File: config.mk
export PLATFORM = sky130hd
export DESIGN_NAME = float_convert_sched
export DESIGN_NICKNAME = d
export VERILOG_FILES = /design/src/rtl/float_pkg.sv /design/src/rtl/rr_arbiter2.sv /design/src/rtl/float_convert_sched.sv
export SDC_FILE = /design/constraint.sdc
export NUM_CORES = 1
export LEC_CHECK = 0
export CORE_ASPECT_RATIO = 1.5
export CORE_UTILIZATION = 45
export DETAILED_ROUTE_END_ITERATION = 6
export GPL_ROUTABILITY_DRIVEN = 0
export PLACE_DENSITY = 0.81
export SYNTH_ARGS = -nofsm -noshare
export SYNTH_HDL_FRONTEND = slang
export SYNTH_SLANG_ARGS = --single-unit
File: constraint.sdc
create_clock -name clk -period 9.05 [get_ports clk]
set_input_delay 1.3575 -clock clk [delete_from_list [all_inputs] [get_ports clk]]
set_output_delay 1.3575 -clock clk [all_outputs]
set_load 0.05 [all_outputs]
File: src/rtl/float_pkg.sv
// float_pkg: shared float field widths, exponent bias and scheduler FSM states
package float_pkg;
    localparam int EXP_BIAS = 127;
    localparam int SIGN_W   = 1;
    localparam int EXP_W    = 8;
    localparam int MAN_W    = 23;
    typedef enum logic [1:0] {IDLE, NORM, DONE} state_e;
endpackage

File: src/rtl/rr_arbiter2.sv
// rr_arbiter2: two-port round-robin grant favouring the port not granted last
module rr_arbiter2 (
    input  logic [1:0] request,
    input  logic       last,
    output logic [1:0] grant
);
    // a lone requester always wins; on contention the other port from last wins
    always_comb grant = (&request) ? (last ? 2'b01 : 2'b10) : request;
endmodule

File: src/rtl/float_convert_sched.sv
// float_convert_sched: two requesters sharing one multi-cycle int-to-float normaliser
import float_pkg::*;
module float_convert_sched #(
    parameter int EXP_BIAS  = float_pkg::EXP_BIAS,
    parameter int NUM_PORTS = 2
) (
    input  logic                 clk,
    input  logic                 rst_n,
    input  logic [NUM_PORTS-1:0] req_valid,
    input  logic [31:0]          req_data0,
    input  logic [31:0]          req_data1,
    output logic [NUM_PORTS-1:0] req_ack,
    output logic                 rsp_valid,
    input  logic                 rsp_ready,
    output logic                 rsp_id,
    output logic [31:0]          rsp_data,
    output logic                 busy
);
    state_e              state_q, state_d;
    logic [SIGN_W-1:0]   sign_q, sign_d;
    logic [EXP_W-1:0]    exp_q, exp_d;
    logic [31:0]         mag_q, mag_d;
    logic                id_q, id_d;
    logic                last_q, last_d;
    logic                rsp_valid_q, rsp_valid_d;
    logic                rsp_id_q, rsp_id_d;
    logic [31:0]         rsp_data_q, rsp_data_d;
    logic [1:0]          gnt;
    logic [31:0]         op, op_mag;

    rr_arbiter2 u_arb (
        .request(req_valid),
        .last   (last_q),
        .grant  (gnt)
    );

    assign op        = gnt[1] ? req_data1 : req_data0;
    assign op_mag    = op[31] ? ~op + 32'd1 : op;
    assign req_ack   = (state_q == IDLE && rst_n) ? gnt : '0;
    assign busy      = state_q != IDLE;
    assign rsp_valid = rsp_valid_q;
    assign rsp_id    = rsp_id_q;
    assign rsp_data  = rsp_data_q;

    // grant/capture in IDLE, shift-normalise in NORM, hold the result in DONE
    always_comb begin
        state_d     = state_q;
        sign_d      = sign_q;
        exp_d       = exp_q;
        mag_d       = mag_q;
        id_d        = id_q;
        last_d      = last_q;
        rsp_valid_d = rsp_valid_q;
        rsp_id_d    = rsp_id_q;
        rsp_data_d  = rsp_data_q;
        case (state_q)
            IDLE: if (|req_valid) begin
                sign_d = op[31];
                mag_d  = op_mag;
                exp_d  = EXP_W'(EXP_BIAS + 31);
                id_d   = gnt[1];
                last_d = gnt[1];
                if (op == 32'd0) begin
                    state_d     = DONE;
                    rsp_valid_d = 1'b1;
                    rsp_id_d    = gnt[1];
                    rsp_data_d  = 32'd0;
                end else begin
                    state_d = NORM;
                end
            end
            NORM: if (mag_q[31]) begin
                state_d     = DONE;
                rsp_valid_d = 1'b1;
                rsp_id_d    = id_q;
                rsp_data_d  = {sign_q, exp_q, mag_q[30 -: MAN_W]};
            end else begin
                mag_d = mag_q << 1;
                exp_d = exp_q - EXP_W'(1);
            end
            DONE: if (rsp_ready) begin
                state_d     = IDLE;
                rsp_valid_d = 1'b0;
            end
            default: state_d = IDLE;
        endcase
    end

    // state register; reset aborts any conversion and points the arbiter at port 0
    always_ff @(posedge clk or negedge rst_n) begin
        if (!rst_n) begin
            state_q     <= IDLE;
            sign_q      <= '0;
            exp_q       <= '0;
            mag_q       <= '0;
            id_q        <= 1'b0;
            last_q      <= 1'b1;
            rsp_valid_q <= 1'b0;
            rsp_id_q    <= 1'b0;
            rsp_data_q  <= '0;
        end else begin
            state_q     <= state_d;
            sign_q      <= sign_d;
            exp_q       <= exp_d;
            mag_q       <= mag_d;
            id_q        <= id_d;
            last_q      <= last_d;
            rsp_valid_q <= rsp_valid_d;
            rsp_id_q    <= rsp_id_d;
            rsp_data_q  <= rsp_data_d;
        end
    end
endmodule

==> results.sh <==
export IMPL_pre_cts_ws_ns=3.94
export IMPL_final_cell_area_um2=6090
export IMPL_drc=0
export IMPL_cts_setup_buffers=0
export IMPL_power_switching_uw=900
export IMPL_synth_seq_area_share=0.420
export IMPL_drive_above_1_share=0.0776
export IMPL_synth_top_cells_by_count="78 x dfrtp_1, 50 x nand2_1, 33 x mux2i_1, 30 x a22o_1, 29 x o21ai_0"
export IMPL_worstMarginPinSlew_ns=1.18
export IMPL_synth_edf_count=0
export IMPL_crit_type="in2reg"
export IMPL_vias=4440
export IMPL_critical_path_max_stage_delay_ns=0.64
export IMPL_status="complete, no violations"
export IMPL_crit_slowest_cell="o41a_4"
export IMPL_ys_ff_latch=79
export IMPL_clk_latency_ns=0.34
export IMPL_fin_nets=659
export IMPL_synth_async_sr_flop_share=1.00
export IMPL_required_ns=9.27
export IMPL_period_needed_ns=4.85
export IMPL_initial_core_util=0.465
export IMPL_rsz0062_at_grt="no"
export IMPL_setup_violations=0
export IMPL_layout_setup_ws_ns=4.20
export IMPL_grt_max_degree=81
export IMPL_finalClockSkew_ns=0.00447
export IMPL_register_area_um2=1980
export IMPL_setup_tns_ns=0
export IMPL_antennaDiodeCount=0
export IMPL_row_count=45
export IMPL_die_h_um=127
export IMPL_yosys_area_top_type="dfrtp_1"
export IMPL_cts_tree="done"
export IMPL_drtPass1Iterations=5
export IMPL_clock_path_buffers=2
export IMPL_ctsHtreeMaxLevel=3
export IMPL_switching_share=0.447
export IMPL_dp_cells=694
export IMPL_numCtsBuffers=9
export IMPL_io_pins=106
export IMPL_startpoint_type="input pin"
export IMPL_grt_overflow_total=0
export IMPL_dp_hpwl_um=9230
export IMPL_max_cap_violations=0
export IMPL_cts_sinks=79
export IMPL_power_density_nw_per_um2=331
export IMPL_antenna_left=0
export IMPL_hold_ws_ns=0.489
export IMPL_syn_area_per_cell_um2=9.46
export IMPL_peakVddDrop_uv=122
export IMPL_fin_crit_sh=0.536
export IMPL_cellLeakagePower_nw=2.52
export IMPL_grt_pass1_wl_um=21000
export IMPL_synth_most_common_cell="dfrtp_1"
export IMPL_placed_area_um2=5800
export IMPL_p_seq_frac=0.320
export IMPL_critPathCaptureType="flop"
export IMPL_yosysWarnings=0
export IMPL_p_int_mw=1.12
export IMPL_multi_input_area_um2=2560
export IMPL_core_area_um2=10100
export IMPL_min_delay_start="mag_q[0]"
export IMPL_p_clk_frac=0.168
export IMPL_hold_viol=0
export IMPL_ys_flop_type="dfrtp_1"
export IMPL_maxSlewHeadroom=0.211
export IMPL_nFillCells=843
export IMPL_arrival_ns=5.07
export IMPL_r2r_start="last_q"
export IMPL_holdBufCountCts=0
export IMPL_power_share_combinational=0.512
export IMPL_syn_num_nets=569
export IMPL_crit_fanout=33
export IMPL_clk_pin_slew_ns=0.06
export IMPL_die_w_um=85.6
export IMPL_wl_um=12500
export IMPL_synthesis_area_um2=4710
export IMPL_area_growth_pct=29.1
export IMPL_slew_viol_final=0
export IMPL_synth_top_area_frac=0.414
export IMPL_syn_inst=498
export IMPL_vias_per_cell=6.25
export IMPL_drtIter0Drc=386
export IMPL_dieArea_um2=10900
export IMPL_grt_total_usage=0.240
export IMPL_antenna_found_initial=0
export IMPL_ys_top_cells_by_area="dfrtp_1 41%, mux2i_1 7.0%, a22o_1 5.6%"
export IMPL_yosysUniqueCellTypes=64
export IMPL_io_buffer_count=105
export IMPL_cp_startpoint="req_valid[1]"
export IMPL_cts_root_buffer_cell="clkbuf_16"
export IMPL_ctsResizeCount=0
export IMPL_wl_per_cell_um=17.6
export IMPL_grt_pass1_vias=4273
export IMPL_stdcell_count=710
export IMPL_fmax_mhz=206
export IMPL_worstHoldPathType="reg2reg"
export IMPL_crit_chain="clkdlybuf4s50_1 > a21boi_2 > buf_4 > mux2i_1 > ha_1 > nor4b_1 > nand2_1 > o22ai_2 > nand2_2 > o41a_4 > mux2_4"
==> worst paths after layout <==
path                             to  slack, ns  depth (start not counted)
max in group asynchronous    sign_q       7.26                          1
setup / recovery             rsp_id       4.20                         11
setup reg to reg             rsp_id       5.40                         10
hold / removal             mag_q[0]       0.49                          2
min in group asynchronous      id_q       1.15                          1
hold reg to reg            mag_q[0]       0.49                          2
==> per-layer routing <==
| layer | wire length (um) | share of wire | global-route usage |
|---|---|---|---|
| met1 | 5120 | 0.41 | 0.314 |
| met4 | 402 | 0.032 | 0.122 |
| met2 | 6140 | 0.49 | 0.387 |
| met3 | 823 | 0.066 | 0.0355 |
| met5 | 0 | 0 | 0 |
==> registers in the layout, indices dropped and copies added (netlist names) <==
| signal | cells |
|---|---|
| rsp_data | 32 |
| state_q | 2 |
| rsp_id | 1 |
| exp_q | 8 |
| sign_q | 1 |
| rsp_valid | 1 |
| last_q | 1 |
| mag_q | 32 |
| id_q | 1 |
==> kinds of logic after synthesis <==
logic type,share of synthesized area
buffers and inverters,0.0374
multiplexers,0.0757
flip-flops,0.420
AO/OA/AOI/OAI,0.227
XOR/XNOR,0.0576
adder cells (fa/ha/maj),0.00531
AND/OR/NAND/NOR,0.177
==> layout make-up <==
type / count / area share
clock buffer: 12 / 0.0421
clock inverter: 4 / 0.00493
inverter: 5 / 0.00308
multi-input combinational: 382 / 0.421
sequential: 79 / 0.325
tap: 117 / 0.0241
timing repair buffer: 111 / 0.180
==> layout by cell type, fill, tap and decap left out, types with 3 or more instances in the layout <==
cell	Yosys	final
and2_1	3	3
nor3_1	20	20
mux2i_1	33	32
xor2_1	22	22
a22o_1	30	30
nor2_1	28	28
dfrtp_1	78	78
clkdlybuf4s50_1	0	104
a21oi_1	27	27
a31oi_1	7	7
nand2_1	50	50
o31ai_1	9	9
o211ai_1	3	3
a22oi_1	20	20
buf_4	2	7
nand4_1	6	6
o21ai_0	29	29
xnor2_1	9	9
inv_1	5	5
clkbuf_16	0	9
or3_1	8	8
nand4b_1	3	3
or4_1	6	6
nand3_1	17	17
o22ai_1	9	9
==> worst max-delay path, delay by kind of cell <==
| family | cells | cell delay, ns |
|---|---|---|
| AO/OA/AOI/OAI | 3 | 1.08 |
| buffers and inverters | 2 | 0.84 |
| multiplexers | 2 | 0.63 |
| AND/OR/NAND/NOR | 3 | 0.83 |
| adder cells (fa/ha/maj) | 1 | 0.30 |
==> power groups by stage <==
stage	sequential [mW]	clock, mW	combinational [mW]
2_1_floorplan	0.837	0	0.523
3_3_place_gp	0.642	0	0.999
3_5_place_dp	0.649	0	1.03
4_1_cts	0.643	0.345	1.03
5_1_grt	0.664	0.362	1.12
6_report	0.645	0.339	1.03
==> metrics by stage <==
stage               power (mW)   util
floorplan                 1.36      -
global placement          1.64  0.572
detailed placement        1.67  0.572
CTS                       2.02  0.600
global route              2.14  0.600
finish                    2.02  0.600
Note: power is estimated with default switching activity, not from simulation.
